<file path="src/rtl/pc_ctrl.sv">
// pc_ctrl: program-counter controller for the fetch stage with stall,
// PC-relative branch, absolute jump, call/return and a circular
// return-address stack (RAS).
//   clk, rst (async, active high)
//   stall, ret_en, call_en, jump_en, ALU_zero : controls, in falling priority
//   branch_offs : signed PC-relative offset, jump_target : jump/call target
//   value : registered PC
//   ras_empty / ras_full : stack occupancy flags
//   ras_err : one-cycle pulse after a RAS overflow or underflow
// Optional macro PC_REDIRECT_CNT_EN adds redirect_cnt[15:0], a saturating
// count of cycles in which the PC was loaded by ret, call, jump or branch.
module pc_ctrl #(
  parameter int unsigned     PC_W      = 8,
  parameter int unsigned     OFFS_W    = 8,
  parameter int unsigned     RAS_DEPTH = 4,
  parameter logic [PC_W-1:0] RESET_PC  = '0
) (
  input  logic              clk,
  input  logic              rst,
  input  logic              stall,
  input  logic              ALU_zero,
  input  logic [OFFS_W-1:0] branch_offs,
  input  logic              jump_en,
  input  logic              call_en,
  input  logic              ret_en,
  input  logic [PC_W-1:0]   jump_target,
  output logic [PC_W-1:0]   value,
  output logic              ras_empty,
  output logic              ras_full,
  output logic              ras_err
`ifdef PC_REDIRECT_CNT_EN
  ,
  output logic [15:0]       redirect_cnt
`endif
);

  localparam int unsigned PTR_W = (RAS_DEPTH > 1) ? $clog2(RAS_DEPTH) : 1;
  localparam int unsigned CNT_W = PTR_W + 1;

  logic [PC_W-1:0]  value_q, value_d;
  logic [PTR_W-1:0] ptr_q, ptr_d;
  logic [CNT_W-1:0] cnt_q, cnt_d;
  logic             err_q, err_d;
  logic             push;
  logic             redirect;
  logic [PC_W-1:0]  ras_q [RAS_DEPTH];

  logic [PC_W-1:0]  value_inc;
  logic [PC_W-1:0]  offs_ext;
  logic [PTR_W-1:0] top_idx;

  assign value_inc = value_q + PC_W'(1);
  assign offs_ext  = PC_W'($signed(branch_offs));
  // ptr_q addresses the next free slot; the newest entry sits one below.
  // Once full, the next free slot is also the oldest entry, so a push
  // overwrites it with no extra bookkeeping.
  assign top_idx   = ptr_q - PTR_W'(1);

  assign ras_empty = (cnt_q == '0);
  assign ras_full  = (cnt_q == CNT_W'(RAS_DEPTH));

  always_comb begin
    value_d  = value_q;
    ptr_d    = ptr_q;
    cnt_d    = cnt_q;
    err_d    = 1'b0;
    push     = 1'b0;
    redirect = 1'b0;
    if (!stall) begin
      if (ret_en) begin
        redirect = 1'b1;
        if (!ras_empty) begin
          value_d = ras_q[top_idx];
          ptr_d   = top_idx;
          cnt_d   = cnt_q - CNT_W'(1);
        end else begin
          value_d = value_inc;
          err_d   = 1'b1;
        end
      end else if (call_en) begin
        redirect = 1'b1;
        push     = 1'b1;
        value_d  = jump_target;
        ptr_d    = ptr_q + PTR_W'(1);
        if (ras_full) begin
          err_d = 1'b1;
        end else begin
          cnt_d = cnt_q + CNT_W'(1);
        end
      end else if (jump_en) begin
        redirect = 1'b1;
        value_d  = jump_target;
      end else if (ALU_zero) begin
        redirect = 1'b1;
        value_d  = value_q + offs_ext;
      end else begin
        value_d = value_inc;
      end
    end
  end

  always_ff @(posedge clk or posedge rst) begin
    if (rst) begin
      value_q <= RESET_PC;
      ptr_q   <= '0;
      cnt_q   <= '0;
      err_q   <= 1'b0;
    end else begin
      value_q <= value_d;
      ptr_q   <= ptr_d;
      cnt_q   <= cnt_d;
      err_q   <= err_d;
    end
  end

  // Stack contents are not reset; occupancy is tracked by cnt_q alone.
  always_ff @(posedge clk) begin
    if (push) begin
      ras_q[ptr_q] <= value_inc;
    end
  end

  assign value   = value_q;
  assign ras_err = err_q;

`ifdef PC_REDIRECT_CNT_EN
  logic [15:0] redir_q, redir_d;

  always_comb begin
    redir_d = redir_q;
    if (redirect && (redir_q != '1)) begin
      redir_d = redir_q + 16'd1;
    end
  end

  always_ff @(posedge clk or posedge rst) begin
    if (rst) begin
      redir_q <= '0;
    end else begin
      redir_q <= redir_d;
    end
  end

  assign redirect_cnt = redir_q;
`else
  logic unused_redirect;
  assign unused_redirect = redirect;
`endif

endmodule

</file>
<file path="config.mk">
export PLATFORM = sky130hd
export DESIGN_NAME = pc_ctrl
export DESIGN_NICKNAME = d
export VERILOG_FILES = /design/src/rtl/pc_ctrl.sv
export SDC_FILE = /design/constraint.sdc
export NUM_CORES = 1
export LEC_CHECK = 0
export ABC_AREA = 0
export BUFFER_PORTS_ARGS = -buffer_cell sky130_fd_sc_hd__buf_2
export CORE_ASPECT_RATIO = 1.75
export CORE_MARGIN = 5
export CORE_UTILIZATION = 31
export CTS_BUF_LIST = sky130_fd_sc_hd__clkbuf_8
export CTS_CLUSTER_DIAMETER = 200
export DETAILED_ROUTE_END_ITERATION = 12
export GPL_TIMING_DRIVEN = 0
export PLACE_DENSITY = 0.47
export SYNTH_ARGS = -nofsm -noshare
export SYNTH_HDL_FRONTEND = slang
export SYNTH_SLANG_ARGS = --single-unit
export TNS_END_PERCENT = 20
</file>
<file path="constraint.sdc">
create_clock -name clk -period 2.2 [get_ports clk]
set_clock_uncertainty 0.05 [all_clocks]
set_input_delay 0.22 -clock clk [delete_from_list [all_inputs] [get_ports clk]]
set_output_delay 0.22 -clock clk [all_outputs]
set_load 0.005 [all_outputs]
</file>
==> flow_summary_export.csv <==
group,metric,value,unit
timing,setup_viol,0,
clock_network,path_clk_slew,0.09,ns
critical_path,crit_type,"reg -> reg",
timing,worstMarginPinSlew,0.615,ns
timing,hold-worst-slack,0.166,ns
yosys,synth_edf_count,32,
global_routing,overflow,0,
critical_path,reg2reg_from,"value[1]",
yosys,ys_ff_latch,46,
cells_and_area,fin_nets,324,
place,dp_hpwl,5210,um
yosys,avgSynthCellArea,11.1,um^2
min_path,holdCritStartpoint,"jump_target[3]",
die,fp.dieW,80.3,um
yosys,synth_top_cell_by_area,"edfxtp_1",
global_routing,grt_max_degree,16,
die,core-area,8560,um^2
critical_path,worstRegToRegCells,7,
drt,wl_per_cell,16.6,um
yosys,synth-main-ff-cell,"edfxtp_1",
outcome,run_status,"finished clean",
run,cap_violations,0,
yosys,synth_top_area_share,35.8,%
die,die_area,10700,um^2
min_path,hp-class,"in -> reg",
clock_network,cts_tree,"done",
yosys,synth_cell_types,50,
global_routing,antenna_found_initial,0,
cells_and_area,instances_no_fill,405,
clock_network,cts-root-buf,"clkbuf_8",
die,ios,34,
critical_path,cp_max_fo,3,
power_and_ir_drop,cellLeakagePower,0.00129,uW
critical_path,crit_required,2.36,ns
critical_path,reg2reg_slack,0.10,ns
timing,worst_slack,0.102,ns
global_routing,grt_pass1_wl,11000,um
timing,slew_headroom,58.9,%
timing,hold_viol_final,0,
timing,fmax,477,MHz
clock_network,clock_sinks,46,
yosys,ys_warn_count,0,
critical_path,arrival,2.26,ns
clock_network,clock_path_buffers,2,
drt,ant_nets,0,
power_and_ir_drop,vdd_ir_drop_max,0.000531,V
drt,drt-initial-drc-count,84,
global_routing,use_met3,1.36,%
cells_and_area,final_common_cell,"buf_2",
min_path,min_to,"value[3]",
cells_and_area,drive_above_1_share,29.2,%
clock_network,numCtsBuffers,5,
power_and_ir_drop,p_per_area,1250,nW/um^2
place,gp_congestion,0.787,
drt,drc,0,
yosys,synth_area_leaders,"edfxtp_1, dfrtp_1, mux4_2, ha_1, nor2_1",
global_routing,grt_pass1_vias,2124,
clock_network,htree_num_levels,2,
cells_and_area,area_delta_synth_final,22.0,%
die,row_count,45,
timing,slew_violations,0,
critical_path,cp-end-kind,"flip-flop",
yosys,synth.cell_area,2680,um^2
place,io_buffers,32,
timing,grt_setup_unrepaired,"no",
yosys,netlist_instances,241,
die,initial_utilization,31.3,%
global_routing,grt.total_usage,13.7,%
drt,wl,6720,um
yosys,synthArstFlopShare,30.4,%
timing,min_period,2.10,ns
drt,via_count,1964,
global_routing,grtUsageMet1,15.1,%
global_routing,grtUsageMet2,25.1,%
min_path,hold_path_depth,3,
die,die_h,133,um
drt,dr.pass1.iters,4,
clock_network,insertion_delay,0.31,ns
critical_path,start_kind,"flip-flop",
cells_and_area,mostFrequentLayoutCells,"buf_2, edfxtp_1, nor2_1",
timing,period_share,95.4,%
global_routing,busiest_layer,"met2",
cells_and_area,diodes,0,
yosys,syn-num-nets,278,
yosys,ys_seq_area_share,48.9,%
critical_path,reg2reg_to,"value[7]",
place,dp_cells,390,
drt,detail_route.vias_per_cell,4.85,
place,pre_cts_slack,-0.365,ns
cell usage after synthesis (all sizes together) (2+ instances only):
cell type and instances:
edfxtp 32, nor2 27, a21oi 18, nand2 18
inv 15, o21ai 15, dfrtp 14, ha 12
xnor2 9, mux4 8, buf 6, nand3 5
a211oi 4, a22oi 4, clkbuf 4, nor3 4
xor2 4, and3 3, mux2i 3, nand2b 3
o22ai 3, a221o 2, a31oi 2, fa 2
nor2b 2, nor4 2, o31a 2, o31ai 2
or3 2
layer usage:
metal / part of all wire (%) / up-vias
met3: 2.3 / 11
met1: 39 / 926
met2: 56 / 40
met5: 0 / -
li1: - / 987
met4: 3.2 / 0
power by group:
group / internal [uW] / switching (uW)
sequential: 1180 / 172
combinational: 920 / 1050
clock: 455 / 295
state kept, by name, summed over array words and instances, names as in the netlist:
| register | cells |
|---|---|
| value | 8 |
| ras_q | 32 |
| ras_err | 1 |
| ptr_q | 2 |
| cnt_q | 3 |
per-stage QoR:
step           instance area, um^2  setup TNS, ns  util, %  power [uW]
5_1_grt                       3270              0     38.2        4390
2_1_floorplan                 2680              0        -        2630
6_report                      3270              0     38.2        4070
3_5_place_dp                  2990          -1.15     34.9        3130
4_1_cts                       3220        -0.0252     37.6        4060
3_3_place_gp                  2990          -1.08     34.9        3120
logic make-up after synthesis:
logic type | share of synthesized area [%]
buffers and inverters | 4.24
xor gates and xnor gates | 4.52
and+or+nand+nor | 12.8
adders and majority gates | 7.09
AOI/OAI and AO/OA | 14.6
DFF | 48.9
muxes | 7.84
repair_timing:
item | in CTS | in global routing
setup endpoints to repair | 6 | 5
cloned | 0 | 0
pin swaps | 2 | 6
endpoints found under the hold margin | 14 | 0
hold buffers | 1 | 0
resized for setup | 13 | 10
buffers inserted | 4 | 2
worst max path at each step:
stage	from	to	slack (ns)	cells after the start
after floorplan	value[0]	value[4]	0.05	9
after global placement	value[1]	value[7]	-0.32	7
after detailed placement	value[1]	value[7]	-0.36	7
after CTS	ptr_q[0]	value[5]	-0.02	9
after global routing	value[0]	value[6]	0.007	9
final	value[1]	value[7]	0.10	7
critical path, stage by stage, from the launching register on:
cell and delay [ns]:
dfrtp_2 0.43, ha_1 0.32, a211oi_2 0.29, nor2_2 0.10
o41ai_4 0.30, mux2i_1 0.23, nor2_1 0.06, o31ai_1 0.21
cell type report:
class,count,area (um^2)
plain buffers,10,71.3
clock buffers,5,68.8
clock inverters,3,68.8
fillers,917,5290
inverters,15,56.3
multi-input cells,170,1330
flip-flops and latches,46,1320
well taps,117,146
repair buffers,39,215
Note: power is estimated with default switching activity, not from simulation.
